### src/rtl/lf_field_sched.sv
`default_nettype none
// ============================================================================
// Module      : lf_field_sched
// Description : LF reader field scheduler. Runs queued {gap, hold} commands
//               as timed field-off / field-on intervals counted in carrier
//               periods. Drives the carrier divisor and lf_field, and masks
//               ADC samples during gaps and the antenna settle time after them.
// Revision    : 1.0 - initial release
// ============================================================================
module lf_field_sched #(
    parameter int CNT_W           = 16,
    parameter int SETTLE_TICKS    = 8,
    parameter int DEFAULT_DIVISOR = 95
) (
    input  logic             pck0,
    input  logic             rst,
    input  logic [7:0]       cfg_divisor,
    input  logic             cfg_idle_field,
    input  logic             abort,
    input  logic             cmd_valid,
    output logic             cmd_ready,
    input  logic [CNT_W-1:0] cmd_gap,
    input  logic [CNT_W-1:0] cmd_hold,
    output logic [7:0]       divisor,
    output logic             lf_field,
    output logic             sample_en,
    output logic             busy,
    output logic             seq_done
);

    // Settle counter must hold SETTLE_TICKS; keep at least one bit when it is 0.
    localparam int c_SETTLE_W = (SETTLE_TICKS < 1) ? 1 : $clog2(SETTLE_TICKS + 1);
    localparam logic [c_SETTLE_W-1:0] c_SETTLE_INIT = c_SETTLE_W'(SETTLE_TICKS);
    localparam logic [7:0]            c_DIV_INIT    = 8'(DEFAULT_DIVISOR);
    localparam logic [CNT_W-1:0]      c_ONE         = CNT_W'(1);

    typedef enum logic [1:0] {
        ST_IDLE = 2'd0,
        ST_GAP  = 2'd1,
        ST_HOLD = 2'd2
    } state_t;

    // ------------------------------------------------------------------
    // Registers
    // ------------------------------------------------------------------
    state_t                r_state;
    logic [CNT_W-1:0]      r_dcnt;
    logic [CNT_W-1:0]      r_cur_hold;
    logic [c_SETTLE_W-1:0] r_settle;
    logic [8:0]            r_tcnt;

    logic [CNT_W-1:0]      r_gap_mem  [0:1];
    logic [CNT_W-1:0]      r_hold_mem [0:1];
    logic                  r_rd;
    logic [1:0]            r_count;

    // ------------------------------------------------------------------
    // Combinational next-state signals
    // ------------------------------------------------------------------
    logic                  w_tick;
    logic                  w_empty;
    logic                  w_full;
    logic                  w_push;
    logic                  w_pop;
    logic                  w_done;
    logic                  w_load_div;
    logic                  w_wr_idx;
    logic [CNT_W-1:0]      w_head_gap;
    logic [CNT_W-1:0]      w_head_hold;
    logic [CNT_W-1:0]      w_hold_eff;
    state_t                w_state_nxt;
    logic [CNT_W-1:0]      w_dcnt_nxt;
    logic [CNT_W-1:0]      w_cur_hold_nxt;
    logic [c_SETTLE_W-1:0] w_settle_nxt;
    logic [1:0]            w_count_nxt;

    // Tick fires on the last count of a 2*(divisor+1) period, i.e. 2*divisor+1.
    assign w_tick = (r_tcnt == {divisor, 1'b1});

    assign w_empty     = (r_count == 2'd0);
    assign w_full      = r_count[1];
    assign cmd_ready   = ~w_full;
    assign w_push      = cmd_valid & ~w_full & ~abort;
    assign w_wr_idx    = r_rd ^ r_count[0];
    assign w_head_gap  = r_gap_mem[r_rd];
    assign w_head_hold = r_hold_mem[r_rd];
    assign w_hold_eff  = (w_head_hold == '0) ? c_ONE : w_head_hold;
    assign w_count_nxt = abort ? 2'd0
                               : (r_count + {1'b0, w_push} - {1'b0, w_pop});

    // Carrier period counter; the divisor only changes at a wrap, so a
    // period is never cut short.
    always_ff @(posedge pck0 or posedge rst) begin
        if (rst) begin
            r_tcnt <= '0;
        end else if (w_tick) begin
            r_tcnt <= '0;
        end else begin
            r_tcnt <= r_tcnt + 9'd1;
        end
    end

    // Sequencer next-state: abort wins over tick; pops only happen on ticks.
    always_comb begin
        w_state_nxt    = r_state;
        w_dcnt_nxt     = r_dcnt;
        w_cur_hold_nxt = r_cur_hold;
        w_settle_nxt   = r_settle;
        w_pop          = 1'b0;
        w_done         = 1'b0;
        w_load_div     = 1'b0;
        if (abort) begin
            w_state_nxt = ST_IDLE;
            if (r_state == ST_GAP) begin
                w_settle_nxt = c_SETTLE_INIT;
            end
        end else if (w_tick) begin
            case (r_state)
                ST_IDLE: begin
                    if (!w_empty) begin
                        w_pop = 1'b1;
                    end else begin
                        w_load_div = 1'b1;
                    end
                end
                ST_GAP: begin
                    if (r_dcnt == c_ONE) begin
                        w_state_nxt = ST_HOLD;
                        w_dcnt_nxt  = r_cur_hold;
                    end else begin
                        w_dcnt_nxt = r_dcnt - c_ONE;
                    end
                end
                ST_HOLD: begin
                    if (r_dcnt == c_ONE) begin
                        if (!w_empty) begin
                            w_pop = 1'b1;
                        end else begin
                            w_state_nxt = ST_IDLE;
                            w_done      = 1'b1;
                        end
                    end else begin
                        w_dcnt_nxt = r_dcnt - c_ONE;
                    end
                end
                default: begin
                    w_state_nxt = ST_IDLE;
                end
            endcase

            if (w_pop) begin
                w_cur_hold_nxt = w_hold_eff;
                if (w_head_gap != '0) begin
                    w_state_nxt = ST_GAP;
                    w_dcnt_nxt  = w_head_gap;
                end else begin
                    w_state_nxt = ST_HOLD;
                    w_dcnt_nxt  = w_hold_eff;
                end
            end

            // Every gap entry restarts the settle time; it only runs down
            // while the field is not in a gap.
            if (w_pop && (w_head_gap != '0)) begin
                w_settle_nxt = c_SETTLE_INIT;
            end else if ((r_state != ST_GAP) && (r_settle != '0)) begin
                w_settle_nxt = r_settle - c_SETTLE_W'(1);
            end
        end
    end

    // Sequencer state and registered outputs, all derived from next state so
    // they change on the same edge as the state.
    always_ff @(posedge pck0 or posedge rst) begin
        if (rst) begin
            r_state    <= ST_IDLE;
            r_dcnt     <= '0;
            r_cur_hold <= c_ONE;
            r_settle   <= c_SETTLE_INIT;
            divisor    <= c_DIV_INIT;
            lf_field   <= 1'b0;
            sample_en  <= 1'b0;
            busy       <= 1'b0;
            seq_done   <= 1'b0;
        end else begin
            r_state    <= w_state_nxt;
            r_dcnt     <= w_dcnt_nxt;
            r_cur_hold <= w_cur_hold_nxt;
            r_settle   <= w_settle_nxt;
            if (w_load_div) begin
                divisor <= cfg_divisor;
            end
            lf_field   <= (w_state_nxt == ST_HOLD) ? 1'b1 :
                          (w_state_nxt == ST_GAP)  ? 1'b0 : cfg_idle_field;
            sample_en  <= (w_state_nxt != ST_GAP) && (w_settle_nxt == '0);
            busy       <= (w_state_nxt != ST_IDLE) || (w_count_nxt != 2'd0);
            seq_done   <= w_done;
        end
    end

    // Two-entry command FIFO; abort flushes it and discards a same-cycle push.
    always_ff @(posedge pck0 or posedge rst) begin
        if (rst) begin
            r_rd          <= 1'b0;
            r_count       <= 2'd0;
            r_gap_mem[0]  <= '0;
            r_gap_mem[1]  <= '0;
            r_hold_mem[0] <= '0;
            r_hold_mem[1] <= '0;
        end else begin
            r_count <= w_count_nxt;
            if (w_pop && !abort) begin
                r_rd <= ~r_rd;
            end
            if (w_push) begin
                r_gap_mem[w_wr_idx]  <= cmd_gap;
                r_hold_mem[w_wr_idx] <= cmd_hold;
            end
        end
    end

endmodule
`default_nettype wire
### config.mk
export PLATFORM = sky130hd
export DESIGN_NAME = lf_field_sched
export DESIGN_NICKNAME = d
export VERILOG_FILES = /design/src/rtl/lf_field_sched.sv
export SDC_FILE = /design/constraint.sdc
export NUM_CORES = 1
export LEC_CHECK = 0
export ABC_AREA = 1
export BUFFER_PORTS_ARGS = -buffer_cell sky130_fd_sc_hd__buf_2
export CAP_MARGIN = 20
export CORE_UTILIZATION = 35
export DETAILED_ROUTE_END_ITERATION = 7
export MAX_ROUTING_LAYER = met4
export SLEW_MARGIN = 15
export SYNTH_ARGS = -nofsm -noshare
export SYNTH_HDL_FRONTEND = slang
export SYNTH_SLANG_ARGS = --single-unit
### constraint.sdc
create_clock -name pck0 -period 9.4 [get_ports pck0]
set_input_delay 1.88 -clock pck0 [delete_from_list [all_inputs] [get_ports pck0]]
set_output_delay 1.88 -clock pck0 [all_outputs]
set_load 0.005 [all_outputs]
==> parameters.txt <==
Parameter                              Value

Status
  Result of the run    finished, final reports clean

Floorplan
  Std-Cell Core Area    18,800 um^2
  Boundary Pins    between 50 and 60
  Starting utilization of the core area    0.357
  Height of the die    approximately 140 um
  Die area    between 15,000 and 20,000 um^2
  Floorplan die width    140 um
  Placement Rows    50

Clock network
  TritonCTS Buffers    17
  Post-CTS setup repair buffer count    0
  Buffer levels on the longest clock path    2
  Number of gates resized after CTS    0
  Post-CTS Hold Buffers    0
  Clock sink count    about 130
  Number of H-tree branching levels    4
  Cell chosen for the clock root    clkbuf_16
  CTS tree    built
  Clock slew seen by the registers of the worst setup and hold paths    around 0.060 ns
  Clock latency on the worst-skew pair    0.42 ns

Route
  Routed Antenna Nets    0
  Average wire length per cell after detail routing    13.9 um
  Iter 0 DRT Violations    between 300 and 400
  Total via count after detailed routing    about 5,500
  Number of vias per cell    slightly below 5
  Total detailed-routing wirelength    roughly 16 mm
  Residual DRC    0
  Number of detailed-route iterations in the first pass    4

Placement
  Number of input and output port buffers inserted    57
  Placer congestion estimate    slightly below 0.9
  Placed wire-length estimate    around 11 mm

Timing
  Fin. max-slew vios    0
  Post-route minimum period    roughly 3.2 ns
  Worst slew slack as a fraction of its limit    0.301
  Final Hold Viols    0
  Slew at the pin closest to its max-slew limit    approximately 1.0 ns
  Max Clk Rate    ~0.3 GHz
  Setup_tns    0 ns
  Final worst-path cycle share    0.344
  Largest clock skew in the final design    roughly 0.015 ns
  Number of endpoints failing setup at the final stage    0
  RSZ-0062 raised after global routing    no

GRT
  Global-route usage over all layers    0.182
  First-pass GRT wire length    27.4 mm
  Aggregate global routing overflow    0
  Maximum number of pins on one net before global-route repair    80
  Number of antenna violations at the first check in global routing    0
  Vias in the first global route    roughly 5,400

Critical path
  Arrival @ worst endpoint    around 3.5 ns
  Critical path type    in -> reg
  Kind of capture point of the worst setup path    flip-flop
  Crit-path leading delay family    simple AND/OR/NAND/NOR gates
  Cell with the biggest individual delay on the critical path    nor2_1
  Worst-path cell chain    buf_2 > inv_1 > nand4_1 > nor2_1 > a31oi_1
  Number of buffer and inverter stages on the critical path    2
  Max FO, Critical Path    12
  Data required time at the worst endpoint    a little under 10 ns
  Critical Path Source Type    input pin
  Max incr delay on CP    0.81 ns

Pwr
  Pint    1.59 mW
  Static power due to leakage    about 4 nW
  Fraction of power spent switching nets    0.381
  Combinational share of power    0.352
  Net Switching    978 uW
  IR drop worst, VDD    around 0.22 mV
  Fraction of power consumed by the clock network    0.293
  Total power divided by cell area    328 nW/um^2
  Share of power burned in registers    0.355

Finish
  Count of inserted antenna diode cells    0
  Filler instances    1,945
  Area added between synthesis and finish    16.6%
  Nets@finish    approximately 950
  Fraction of layout instances using a drive strength above 1    0.176
  Final Core Density    0.416

Yosys
  Biggest area contributors in the synthesized netlist    dfrtp_1 44%, nand2_1 12%, o21ai_0 7.1%, nor2_1 5.1%, inv_1 5.0%
  Synthesized instance count    853
  Number of distinct standard cells referenced by the synthesized netlist    47
  Synth top cells by count    220 x nand2_1, 118 x dfrtp_1, 95 x o21ai_0, 91 x nor2_1, 90 x inv_1
  Number of synthesized flops with an enable pin    0
  Dominant register cell in the synthesized netlist    dfrtp_1
  Total standard cell area after synthesis    approximately 6700 um^2
  Fraction of registers with async set/reset    1.00
  Proportion of netlist area held by the largest area contributor    0.440
  Post-synth net total    between 900 and 1,000
  Number of warnings printed during yosys synthesis    0
  Mapped Avg Cell Area    7.86 um^2
  Post-synthesis sequential area ratio    0.472
  #FFs+latches synth    roughly 130
  Leading area contributor after synthesis    dfrtp_1
  Library cell with the highest instance count after synthesis    nand2_1

Worst hold path
  Class of the tightest hold or removal check    reg -> reg

Job
  Max cap viols    0
## worst paths after layout
path / startpoint / to / slack [ns] / cells past startpoint
hold reg to reg: r_cur_hold[0]$_DFFE_PP1P_ / r_cur_hold[0]$_DFFE_PP1P_ / 0.47 / 2
hold / removal: r_cur_hold[0]$_DFFE_PP1P_ / r_cur_hold[0]$_DFFE_PP1P_ / 0.47 / 2
setup reg to reg: r_dcnt[1]$_DFFE_PP0P_ / busy$_DFF_PP0_ / 6.27 / 17
setup / recovery: abort / r_dcnt[3]$_DFFE_PP0P_ / 6.17 / 5
min in group asynchronous: rst / divisor[5]$_DFFE_PP0P_ / 1.55 / 2
max in group asynchronous: rst / r_gap_mem[19]$_DFFE_PP0P_ / 6.75 / 4
## worst register-to-register path: stages, from the launching register on
cell	delay, ns
dfrtp_1	0.36
inv_1	0.11
ha_1	0.16
inv_1	0.04
nor2_1	0.13
nand2_1	0.06
nor2_1	0.11
nand2_2	0.13
a21oi_4	0.58
inv_2	0.32
nor2_4	0.22
ha_1	0.25
inv_1	0.06
ha_1	0.22
inv_1	0.07
o22ai_1	0.07
inv_1	0.05
nand3b_1	0.08
## registers in the layout (all words and copies together), names as in the netlist, 2 cells and up
name,count
r_gap_mem,32
r_hold_mem,32
r_cur_hold,16
r_dcnt,16
r_tcnt,9
divisor,8
r_settle,4
r_count,2
r_state,2
## cell type report
cell class	instances	area [um^2]	share of cell area
Multi-Input combinational cell	597	2970	0.380
Tap cell	234	293	0.0375
Timing Repair Buffer	62	355	0.0455
Sequential cell	126	3160	0.405
Inverter	96	363	0.0464
Clock inverter	13	221	0.0283
Clock buffer	19	453	0.0580
## power by group through the flow
stage               registers [mW]  clock network (mW)  logic (mW)
finish                       0.909               0.752       0.903
global route                 0.942               0.790        1.05
CTS                          0.909               0.765       0.911
detailed placement           0.915                   0       0.904
global placement             0.914                   0       0.888
floorplan                    0.880                   0       0.709
## per-layer routing
layer | GRT usage | part of all wire
met5 | - | 0
met4 | 0.0636 | 0.020
met3 | 0.0386 | 0.030
met2 | 0.266 | 0.45
met1 | 0.248 | 0.50
## cell families after synthesis
group,synth area share
flops,0.472
mux,0.0164
compound gates,0.148
xor+xnor,0.00914
buf+inv,0.0858
fa+ha+maj,0.0112
simple gates,0.258
## through the flow
stage          cells  instance area [um^2]  hold slack, ns  power, mW  setup slack [ns]
6_report        1147                  7820           0.466       2.56              6.17
5_1_grt         1147                  7820           0.484       2.78              5.98
3_5_place_dp    1113                  7090           0.457       1.82              5.72
2_1_floorplan    853                  6710           0.442       1.59              4.18
3_3_place_gp    1113                  7090           0.455       1.80              5.83
4_1_cts         1145                  7770           0.465       2.59              6.12
## cells in the final DEF (no fill, tap or decap), drive strengths merged, types with 2 or more instances in the layout
master	netlist	routed
or2	18	18
a21oi	12	12
inv	96	102
a211oi	2	2
ha	6	6
nand3b	2	2
nor4	2	2
clkbuf	13	19
nand2	225	225
o22ai	2	2
o21ai	133	133
nor2	101	101
mux2	8	8
dfrtp	118	118
xor2	3	3
o211ai	10	10
xnor2	4	4
dfstp	8	8
mux2i	2	2
bufinv	0	5
nand3	30	30
buf	21	62
nand4	13	13
nor3	7	7
a31oi	11	11
Power figures use the tool's default switching activity.
